--- config.mk ---
export PLATFORM = sky130hd
export DESIGN_NAME = note_sequencer_flat
export DESIGN_NICKNAME = d
export VERILOG_FILES = /design/src/rtl/note_sequencer_if.sv /design/src/rtl/note_sequencer.sv /design/src/flat_wrapper.sv
export SDC_FILE = /design/constraint.sdc
export NUM_CORES = 1
export LEC_CHECK = 0
export ABC_AREA = 1
export CORE_UTILIZATION = 35
export DETAILED_ROUTE_END_ITERATION = 6
export PLACE_DENSITY = 0.51
export SLEW_MARGIN = 10
export SYNTH_ARGS = -nofsm -noshare
export SYNTH_HDL_FRONTEND = slang
export SYNTH_SLANG_ARGS = --single-unit
--- constraint.sdc ---
create_clock -name clk -period 5.2 [get_ports clk]
set_input_delay 1.3 -clock clk [delete_from_list [all_inputs] [get_ports clk]]
set_output_delay 1.3 -clock clk [all_outputs]
set_load 0.05 [all_outputs]
--- src/rtl/note_sequencer_if.sv ---
// ============================================================================
// Module      : note_sequencer_if
// Description : Table-write, control and note-output bundle of the sequencer.
// Revision    : 1.0  initial release
// ============================================================================
`default_nettype none

interface note_sequencer_if #(
  parameter int AW = 5
);
  logic          wr_en;
  logic [AW-1:0] wr_addr;
  logic [6:0]    wr_note;
  logic [7:0]    wr_dur;
  logic [AW:0]   seq_len;
  logic          start;
  logic          stop;
  logic          loop;
  logic [6:0]    note_code;
  logic          playing;
  logic [AW-1:0] step;
  logic          done;

  modport master (
    output wr_en, wr_addr, wr_note, wr_dur, seq_len, start, stop, loop,
    input  note_code, playing, step, done
  );

  modport slave (
    input  wr_en, wr_addr, wr_note, wr_dur, seq_len, start, stop, loop,
    output note_code, playing, step, done
  );
endinterface

`default_nettype wire

--- src/rtl/note_sequencer.sv ---
// ============================================================================
// Module      : note_sequencer
// Description : Table-driven melody sequencer feeding the note generator.
//               Optional inter-note rest enabled by macro NOTE_SEQ_GAP_EN.
// Revision    : 1.0  initial release
// ============================================================================
`default_nettype none

module note_sequencer #(
  parameter int         DEPTH     = 32,
  parameter int         AW        = 5,
  parameter int         TICK_DIV  = 500000,
  parameter logic [6:0] REST_CODE = 7'd127,
  parameter int         GAP_TICKS = 1
) (
  input  wire             clk,
  input  wire             reset_n,
  note_sequencer_if.slave bus
);

  localparam int          c_TW    = (TICK_DIV > 1) ? $clog2(TICK_DIV) : 1;
  localparam logic [AW:0] c_DEPTH = (AW+1)'(DEPTH);

  typedef enum logic [2:0] {
    S_IDLE = 3'd0,
    S_LOAD = 3'd1,
    S_PLAY = 3'd2,
`ifdef NOTE_SEQ_GAP_EN
    S_GAP  = 3'd3,
`endif
    S_FIN  = 3'd4
  } state_t;

  state_t          r_state;
  logic [6:0]      r_note;
  logic            r_playing;
  logic [AW-1:0]   r_step;
  logic            r_done;
  logic [c_TW-1:0] r_tick;
  logic [7:0]      r_dur;
  logic [14:0]     r_mem [DEPTH];

  logic [AW:0]     w_len;
  logic            w_more;
  logic            w_tick_wrap;
  logic [6:0]      w_rd_note;
  logic [7:0]      w_rd_dur;
  state_t          w_adv_state;
  logic [AW-1:0]   w_adv_step;

  // Table has no reset; a read in LOAD sees the pre-edge contents.
  always_ff @(posedge clk) begin
    if (bus.wr_en) begin
      r_mem[bus.wr_addr] <= {bus.wr_note, bus.wr_dur};
    end
  end

  assign {w_rd_note, w_rd_dur} = r_mem[r_step];
  assign w_len       = (bus.seq_len > c_DEPTH) ? c_DEPTH : bus.seq_len;
  assign w_more      = ({1'b0, r_step} + (AW+1)'(1)) < w_len;
  assign w_tick_wrap = (r_tick == c_TW'(TICK_DIV - 1));

  // Where to go once the current note (and any gap) has finished.
  always_comb begin
    w_adv_state = S_FIN;
    w_adv_step  = r_step;
    if (w_more) begin
      w_adv_state = S_LOAD;
      w_adv_step  = r_step + AW'(1);
    end else if (bus.loop) begin
      w_adv_state = S_LOAD;
      w_adv_step  = '0;
    end
  end

  always_ff @(posedge clk) begin
    if (!reset_n) begin
      r_state   <= S_IDLE;
      r_note    <= REST_CODE;
      r_playing <= 1'b0;
      r_step    <= '0;
      r_done    <= 1'b0;
      r_tick    <= '0;
      r_dur     <= '0;
    end else begin
      r_done <= 1'b0;
      if (bus.stop) begin
        r_state   <= S_IDLE;
        r_note    <= REST_CODE;
        r_playing <= 1'b0;
        r_step    <= '0;
      end else begin
        case (r_state)
          S_IDLE: begin
            r_note    <= REST_CODE;
            r_playing <= 1'b0;
            if (bus.start && (w_len != '0)) begin
              r_step  <= '0;
              r_state <= S_LOAD;
            end
          end
          S_LOAD: begin
            if (w_rd_dur == 8'd0) begin
              r_done    <= 1'b1;
              r_note    <= REST_CODE;
              r_playing <= 1'b0;
              r_step    <= '0;
              r_state   <= S_IDLE;
            end else begin
              r_note    <= w_rd_note;
              r_dur     <= w_rd_dur;
              r_tick    <= '0;
              r_playing <= 1'b1;
              r_state   <= S_PLAY;
            end
          end
          S_PLAY: begin
            if (w_tick_wrap) begin
              r_tick <= '0;
              r_dur  <= r_dur - 8'd1;
              if (r_dur == 8'd1) begin
`ifdef NOTE_SEQ_GAP_EN
                if (GAP_TICKS == 0) begin
                  r_state <= w_adv_state;
                  r_step  <= w_adv_step;
                end else begin
                  r_note  <= REST_CODE;
                  r_dur   <= 8'(GAP_TICKS);
                  r_state <= S_GAP;
                end
`else
                r_state <= w_adv_state;
                r_step  <= w_adv_step;
`endif
              end
            end else begin
              r_tick <= r_tick + c_TW'(1);
            end
          end
`ifdef NOTE_SEQ_GAP_EN
          S_GAP: begin
            if (w_tick_wrap) begin
              r_tick <= '0;
              r_dur  <= r_dur - 8'd1;
              if (r_dur == 8'd1) begin
                r_state <= w_adv_state;
                r_step  <= w_adv_step;
              end
            end else begin
              r_tick <= r_tick + c_TW'(1);
            end
          end
`endif
          // Last note holds one extra cycle, matching the LOAD slot of a successor.
          S_FIN: begin
            r_done    <= 1'b1;
            r_note    <= REST_CODE;
            r_playing <= 1'b0;
            r_step    <= '0;
            r_state   <= S_IDLE;
          end
          default: begin
            r_state <= S_IDLE;
          end
        endcase
      end
    end
  end

  assign bus.note_code = r_note;
  assign bus.playing   = r_playing;
  assign bus.step      = r_step;
  assign bus.done      = r_done;

endmodule

`default_nettype wire
--- src/flat_wrapper.sv ---
// flat-port wrapper written by rule: the top's interface ports become plain ports
module note_sequencer_flat 
#(
  parameter int         DEPTH     = 32,
  parameter int         AW        = 5,
  parameter int         TICK_DIV  = 500000,
  parameter logic [6:0] REST_CODE = 7'd127,
  parameter int         GAP_TICKS = 1
)
  (clk, reset_n, bus_wr_en, bus_wr_addr, bus_wr_note, bus_wr_dur, bus_seq_len, bus_start, bus_stop, bus_loop, bus_note_code, bus_playing, bus_step, bus_done);
  note_sequencer_if #(.AW(AW)) bus_i ();
  input  wire clk;
  input  wire reset_n;
  input wire logic [$bits(bus_i.wr_en)-1:0] bus_wr_en;
  input wire logic [$bits(bus_i.wr_addr)-1:0] bus_wr_addr;
  input wire logic [$bits(bus_i.wr_note)-1:0] bus_wr_note;
  input wire logic [$bits(bus_i.wr_dur)-1:0] bus_wr_dur;
  input wire logic [$bits(bus_i.seq_len)-1:0] bus_seq_len;
  input wire logic [$bits(bus_i.start)-1:0] bus_start;
  input wire logic [$bits(bus_i.stop)-1:0] bus_stop;
  input wire logic [$bits(bus_i.loop)-1:0] bus_loop;
  output wire logic [$bits(bus_i.note_code)-1:0] bus_note_code;
  output wire logic [$bits(bus_i.playing)-1:0] bus_playing;
  output wire logic [$bits(bus_i.step)-1:0] bus_step;
  output wire logic [$bits(bus_i.done)-1:0] bus_done;
  assign bus_i.wr_en = bus_wr_en;
  assign bus_i.wr_addr = bus_wr_addr;
  assign bus_i.wr_note = bus_wr_note;
  assign bus_i.wr_dur = bus_wr_dur;
  assign bus_i.seq_len = bus_seq_len;
  assign bus_i.start = bus_start;
  assign bus_i.stop = bus_stop;
  assign bus_i.loop = bus_loop;
  assign bus_note_code = bus_i.note_code;
  assign bus_playing = bus_i.playing;
  assign bus_step = bus_i.step;
  assign bus_done = bus_i.done;
  note_sequencer #(.DEPTH(DEPTH), .AW(AW), .TICK_DIV(TICK_DIV), .REST_CODE(REST_CODE), .GAP_TICKS(GAP_TICKS)) u_core (.clk(clk), .reset_n(reset_n), .bus(bus_i));
endmodule
## Word level (Yosys, flattened, before mapping)

Memory sizes are Yosys's and may differ from the RTL's. A register that Yosys moved wholly into a read port is not among the register bits.
Cells that the tools add are included.

| word-level totals | value |
|---|---|
| latch bits | 0 |
| RAM bits | 480 |
| ROM bits | 0 |
| output and inout port bits | 14 |
| bits of input ports | 32 |
| flip-flop bits (word level) | 44 |
| memories | 1 |
| word-level logic and storage cells | 71 |

| operators by class | value |
|---|---|
| add/subtract/negate cells | 4 |
| div/mod/pow operators | 0 |
| equality and inequality tests | 11 |
| shift operators | 0 |
| order comparisons | 2 |
| $mul | 0 |
| muxes and demuxes | 31 |
| bitwise gates (word level) | 2 |
| reduce and logical (&&, ||, !) cells | 13 |

Memories:

| memory | depth | width | rd ports | clocked after Yosys merged registers in | wr ports | RTL line | text |
|---|---|---|---|---|---|---|---|
| u_core.r_mem | 32 | 15 | 1 | 1 | 1 | note_sequencer.sv:41 | `logic [14:0] r_mem [DEPTH];` |

Operators with widths:

| cell | count |
|---|---|
| 5-bit two-way mux | 8 |
| 19-bit two-way mux | 2 |
| 19-bit one-hot mux with 2 select lines | 1 |
| 5-bit one-hot mux with 4 select lines | 1 |
| 19-bit by 1-bit adder with 19-bit output, second input constant | 1 |
| 19-bit == test, second input constant | 1 |
| 8-bit two-way mux | 2 |
| 8-bit one-hot mux with 2 select lines | 1 |
| 3-bit two-way mux | 5 |
| 7-bit one-hot mux with 2 select lines | 1 |
| 3-bit one-hot mux with 3 select lines | 1 |
| 8-bit by 1-bit == test with 1-bit output, second input constant | 1 |
| 8-bit zero test | 1 |
| 2-bit by 1-bit inequality test with 1-bit output, second input constant | 4 |
| 8-bit by 1-bit subtractor with 8-bit output, second input constant | 1 |
| 7-bit two-way mux | 1 |
| 5-bit by 1-bit adder with 6-bit output, second input constant | 1 |
| 6-bit > comparator, second input constant | 1 |
| 6-bit less-than comparator | 1 |
| 6-bit two-way mux | 1 |
| 3-bit AND reduction | 2 |
| 6-bit AND reduction | 1 |
| 6-bit nonzero test | 1 |
| 5-bit by 1-bit adder with 5-bit output, second input constant | 1 |
| 15 further kinds | 22 |

## Logic depth before layout (Yosys ltp)

Gate-level depths: netlist of run 1.

| depth | value |
|---|---|
| depth in word-level cells | 9 |
| depth in mapped cells | 19 |
| mapped depth without buffers | 16 |

## Least setup slack after synthesis of run 1

Ideal clock, no wire load.

| path | value |
|---|---|
| path kind | input to register |
| from | in bus_seq_len[2] |
| to | reg (tool-made name) |
| slack | 2,059 ps |
| buffers on the path | 0 |
| required time | 5,083 ps |
| data arrival time | 3,024 ps |
| library setup time | 117 ps |
| stages | 14 |
| path through | nor3_1 -> nor3b_1 -> o21ai_0 -> ha_1 -> a21oi_1 -> nor2_1 -> a211oi_1 -> nand2_1 -> inv_1 -> nor3_1 -> nor3_1 -> nand2_2 -> a21oi_1 -> nor2_1 |

RTL lines:

| element | RTL line | text |
|---|---|---|
| from (decl) | flat_wrapper.sv:18 | `input wire logic [$bits(bus_i.seq_len)-1:0] bus_seq_len;` |

==> results of run 1 <==
## through the flow
step                      instance area (um^2)  cells
after global placement                   23340   2747
after floorplan                          21870   1912
after CTS                                25110   2846
after detailed placement                 23340   2747
after global routing                     25100   2846
final                                    25100   2846
## layer usage
metal	routed length, um	global-route usage, %
met3	2623	2.651
met1	27150	26.35
met5	0	0
met2	27920	29.70
met4	1787	6.320
## how the worst max path moves through the flow
stage                    endpoint  slack, ps  cells after the start
2_1_floorplan            register       2060                     14
3_3_place_gp   u_core.bus.step[0]       1430                     15
3_5_place_dp   u_core.bus.step[3]       1390                     15
4_1_cts          u_core.r_tick[3]       1890                     14
5_1_grt         u_core.r_tick[16]       1710                     14
6_report         u_core.r_tick[6]       1910                     14
## registers in the layout, indices dropped and copies added, names as in the netlist, named ones only
signal	cells
u_core.bus.note_code	7
u_core.r_mem	480
u_core.bus.step	5
u_core.r_tick	19
u_core.r_state	3
u_core.bus.playing	1
u_core.bus.done	1
u_core.r_dur	8
## cells in the final DEF, fill, tap and decap left out, drive strengths merged
cell | Yosys | routed
inv | 57 | 57
nand3 | 266 | 266
clkdlybuf4s50 | 0 | 43
nor4 | 3 | 3
clkbuf | 51 | 79
or2 | 2 | 2
edfxtp | 480 | 480
o221ai | 49 | 49
dfxtp | 49 | 49
a31oi | 2 | 2
a22oi | 1 | 1
bufinv | 0 | 4
o211ai | 7 | 7
o21ai | 153 | 153
o22ai | 14 | 14
a21o | 1 | 1
clkinvlp | 0 | 1
nand4 | 6 | 6
xor2 | 5 | 5
ha | 9 | 9
a21boi | 1 | 1
xnor2 | 3 | 3
nor3b | 3 | 3
nand2 | 415 | 415
nor2 | 232 | 232
a21oi | 26 | 26
a211oi | 2 | 2
clkinv | 1 | 16
buf | 59 | 65
nor3 | 14 | 14
nand3b | 1 | 1
## final cells by class
cell class	count	area, um^2
clock buffers	79	1573
clock inverters	20	195.2
fillers	5951	36610
inverters	58	227.7
multi-input cells	1215	5689
flip-flops and latches	529	15400
well taps	837	1047
repair buffers	108	963.4
## power groups by stage
| stage | Sequential [mW] | Clock, mW | Combinational [mW] |
|---|---|---|---|
| 3_5_place_dp | 4.82 | 0 | 0.694 |
| 2_1_floorplan | 4.82 | 0 | 0.397 |
| 6_report | 4.73 | 3.88 | 0.689 |
| 3_3_place_gp | 4.82 | 0 | 0.684 |
| 5_1_grt | 4.74 | 4.13 | 0.759 |
| 4_1_cts | 4.73 | 3.98 | 0.696 |
## worst max-delay path, delay by kind of cell, from the launching register on
kind          cells  cell delay (ps)
simple gates     12             1810
buf+inv           2              820
flops             1              430
## cells by family (layout without fill, tap and decap cells)
kind of cell | Yosys count | count (layout)
XOR/XNOR | 8 | 8
buffers and inverters | 168 | 265
AND/OR/NAND/NOR | 942 | 942
adder cells (fa/ha/maj) | 9 | 9
AO/OA/AOI/OAI | 256 | 256
flip-flops | 529 | 529
==> impl_metrics.yaml, run 1 <==
logic_synthesis:
  synthDistinctLibCells: 39
  synth_top_family_by_area: "simple AND/OR/NAND/NOR gates"
  synth_area_leaders: "edfxtp_1, nand2_1, nand3_1, dfxtp_1, nor2_1"
  ys_seq_area_share_pct: 70.39
  synth_compound_area_share_pct: 6.928
  synth_edf_count: 480
  synth_xor_area_share_pct: 0.3204
  syn-cell-area_um2: 21870
  synthArstFlopShare_pct: 0
  yosys.area.top_type: "edfxtp_1"
  syn_inst: 1912
  ys_seq_elements: 529
  avgSynthCellArea_um2: 11.44
  yosys-top-cells-count: "edfxtp_1, nand2_1, nand3_1"
  synth.most_common_cell: "edfxtp_1"
  yosys.area_share.simple_pct: 18.25
  ys.flop_type: "edfxtp_1"
  synth_warnings: 0
  synth_nets: 1953
  synth_mux_area_share_pct: 0
  synth_fa_ha_area_share_pct: 0.5149
  synth_top_area_share_pct: 65.91
clocking:
  holdBufCountCts: 0
  cts_max_path_buffers: 3
  cts.repair.resized: 0
  post-cts-setup-buffers: 0
  cts_tree: "done"
  clk_pin_slew_ps: 60
  clk_latency_ps: 600
  cts_root_buffer: "clkbuf_16"
  cts.sinks: 529
  cts_buffers: 54
  cts_htree_levels: 2
worst_setup_path:
  r2r-end: "u_core.r_tick[6]"
  critical_path_class: "reg -> reg"
  rrSetupSlack_ps: 1910
  cp_data_required_time_ps: 5690
  cpPeakStageDelay_ps: 640
  cp_max_fo: 95
  arrival_ps: 3780
  rr_worst_depth: 14
  crit_top_cell: "nand2_1"
  cp-end-kind: "register"
  cp-start-kind: "register"
  critical_path.cell_chain: "inv_6 -> nand3_1 -> nand3_1 -> nand2_1 -> nand2_1 -> nand3_1 -> nand2_1 -> nand2_1 -> nor2_4 -> nand3_4 -> nand2_4 -> inv_2 -> nor2_1 -> nor2_1"
  crit_slowest_cell: "inv_6"
grt:
  grt_first_pass_wirelength_um: 89000
  grt_start_max_net_pins: 169
  grt_antenna_before_repair: 1
  overflow: 0
  grt_use_total_pct: 18.74
  grt_pass1_vias: 13990
cells_and_area:
  final_util_pct: 40.67
  n_antenna_cell: 0
  areaGrowthSynthToFinish_pct: 14.77
  drive_gt1_share_pct: 8.014
  layout.nets: 2007
die:
  die_x_um: 252.0
  rows: 91
  dieArea_um2: 63490
  core_um2: 61710
  start_util_pct: 35.44
  io_pins: 46
  die_y_um: 252.0
timing:
  hold_ws_ps: 471.2
  setup_viol: 0
  finalSetupTns_ps: 0
  timing.fmax_ghz: 0.3041
  rsz0062_at_grt: "no"
  maxSlewHeadroom_pct: 23.20
  fin_ws_ps: 1912
  min_period_ps: 3288
  finalHoldViolCount: 0
  fin_skew_ps: 13.35
  slew_violations: 0
  timing.final.crit_share_pct: 63.24
  worst_slew_pin_slew_ps: 1148
outcome:
  status: "finished clean"
detailed_routing:
  postRouteAntennaNets: 0
  viasPerCell: 5.090
  firstDrtPassIters: 5
  wire_per_inst_um: 20.90
  wirelength_um: 59480
  drc_errors: 0
  drtIter0Drc: 1323
  dr_total_vias: 14490
pwr:
  p_leak_nw: 8.697
  pwr-share-seq_pct: 50.9
  finalPower_mw: 9.304
  ir_drop_uv: 208.3
  p_int_mw: 7.170
  pwr-share-clk_pct: 41.7
  p_sw_mw: 2.133
  p_per_area_nw_per_um2: 370.7
  sw_frac_of_total_pct: 22.93
  p_comb_share_pct: 7.4
worst_hold_path:
  hp-class: "reg -> reg"
  hp-start: "u_core.bus.playing"
  hold_end: "u_core.bus.playing"
  worstHoldPathCells: 2
place:
  place.port_buffers: 45
  place_ws_ps: 1388
  dp_hpwl_um: 32470
  routabilityCongestion: 0.8025
run:
  cap_viol_max_count: 0
(Power assumes the default switching activity.)
==> run 2: changes to the inputs <==
==> constraint.sdc (replaced) <==
create_clock -name clk -period 3.3 [get_ports clk]
set_input_delay 0.825 -clock clk [delete_from_list [all_inputs] [get_ports clk]]
set_output_delay 0.825 -clock clk [all_outputs]
set_load 0.05 [all_outputs]
==> impl_metrics.yaml, run 2 (same netlist as run 1, synthesis figures left out) <==
die:
  io_pins: 46
  start_util_pct: 35.44
  die_x_um: 252.0
  die_y_um: 252.0
  rows: 91
  dieArea_um2: 63490
  core_um2: 61710
cells_and_area:
  multi_input_area_um2: 5689
  layout.nets: 2032
  nFillCells: 5940
  final_util_pct: 40.95
  final_cell_mix: "edfxtp_1, nand2_1, nand3_1"
  register_area_um2: 15400
  largest_reg_flops: 480
  regMostFlops: "u_core.r_mem"
  drive_gt1_share_pct: 8.399
  areaGrowthSynthToFinish_pct: 15.54
  reg_top3: "u_core.r_mem x480, u_core.r_tick x19, u_core.r_dur x8"
  final_common_cell: "edfxtp_1"
worst_setup_path:
  cp_max_fo: 49
  crit_slowest_cell: "buf_4"
  critical_path_class: "reg -> reg"
  cp-start-kind: "register"
  cpPeakStageDelay_ps: 470
  arrival_ps: 3340
  cp_data_required_time_ps: 3790
  crit_top_cell: "nand2_1"
  path_delay_family: "simple AND/OR/NAND/NOR gates"
  critical_path.cell_chain: "buf_4 -> nand2_1 -> nand3_1 -> nand3_1 -> nand2_1 -> nand2_1 -> nand3_1 -> nand2_1 -> nand2_1 -> nor2_4 -> nand3_4 -> nand2_4 -> inv_2 -> nand2_1 -> nand2_1 -> nor2_1"
  path_buf_inv: 2
  cp-end-kind: "register"
clocking:
  clk_pin_slew_ps: 60
  cts.repair.resized: 0
  cts.sinks: 529
  cts_root_buffer: "clkbuf_16"
  cts_buffers: 55
  clk_latency_ps: 610
  holdBufCountCts: 0
  cts_tree: "done"
  cts_htree_levels: 2
  cts_max_path_buffers: 3
  post-cts-setup-buffers: 0
pwr:
  p_leak_nw: 8.783
  finalPower_mw: 14.36
  ir_drop_uv: 443.1
  p_per_area_nw_per_um2: 568.4
detailed_routing:
  drc_errors: 0
  viasPerCell: 5.085
  wirelength_um: 58920
  drtIter0Drc: 1256
  wire_per_inst_um: 20.50
  firstDrtPassIters: 5
  postRouteAntennaNets: 0
  dr_total_vias: 14620
timing:
  timing.final.crit_share_pct: 86.35
  timing.fmax_ghz: 0.3509
  hold_ws_ps: 475.6
  slew_violations: 0
  fin_skew_ps: 11.88
  maxSlewHeadroom_pct: 52.05
  setup_viol: 0
  worst_slew_pin_slew_ps: 718.1
  min_period_ps: 2850
  finalHoldViolCount: 0
  rsz0062_at_grt: "no"
  finalSetupTns_ps: 0
place:
  place.port_buffers: 45
  dp_hpwl_um: 33570
  routabilityCongestion: 0.8127
grt:
  grt_start_max_net_pins: 88
  grt_antenna_before_repair: 1
  grt_use_total_pct: 18.65
  overflow: 0
  grt_pass1_vias: 13920
  grt_first_pass_wirelength_um: 88360
run:
  cap_viol_max_count: 0
worst_hold_path:
  hp-class: "reg -> reg"
outcome:
  status: "finished clean"
run 2: cell types whose count changed in the layout (fill, tap and decap cells not counted), moves of 2 or more:
| cell | change |
|---|---|
| buf_4 | +17 |
| clkinv_1 | +10 |
| buf_12 | +7 |
| clkbuf_8 | -6 |
| clkbuf_1 | +5 |
| clkinv_2 | -3 |
| buf_2 | -2 |
| bufinv_16 | -2 |
| clkdlybuf4s50_1 | +2 |
run 2: layout make-up:
cell class,count,share of cell area [%]
flip-flops and latches,529,60.96
multi-input cells,1215,22.52
clock buffers,77,5.942
repair buffers,132,4.912
well taps,837,4.145
inverters,58,0.8913
clock inverters,25,0.6239
diodes,1,0.009903
run 2: routing by layer:
| layer | vias to the layer above | global-route usage (%) | routed length [um] |
|---|---|---|---|
| met5 | - | 0 | 0 |
| met4 | 0 | 6.390 | 1537 |
| met3 | 76 | 2.445 | 2912 |
| met2 | 364 | 30.81 | 28190 |
| met1 | 7188 | 25.29 | 26280 |
| li1 | 6987 | - | - |
run 2: per-stage QoR:
step	instances	area, um^2	setup WS (ps)
finish	2874	25270	450.4
global route	2873	25270	188.0
CTS	2873	25270	412.4
detailed placement	2771	23610	-9.721
global placement	2771	23610	50.77
floorplan	1912	21870	624.5
run 2: worst paths after layout:
path                                         start                  to  slack [ps]  cells after the start
worst min register to register  u_core.bus.playing  u_core.bus.playing         480                      2
worst min-delay path            u_core.bus.playing  u_core.bus.playing         480                      2
worst max-delay path                      register   u_core.r_tick[16]         450                     16
worst max register to register            register   u_core.r_tick[16]         450                     16
run 2: power breakdown:
| part | internal, mW | switching (mW) | total [mW] |
|---|---|---|---|
| logic | 0.334 | 0.795 | 1.13 |
| registers | 7.40 | 0.0444 | 7.45 |
| clock network | 3.30 | 2.48 | 5.79 |
| total | 11.0 | 3.32 | 14.4 |
run 2: worst min-delay path: cells and delay by family (launching register included):
family | cells | cell delay, ps
AO/OA/AOI/OAI | 1 | 60
flip-flops | 1 | 310
AND/OR/NAND/NOR | 1 | 60
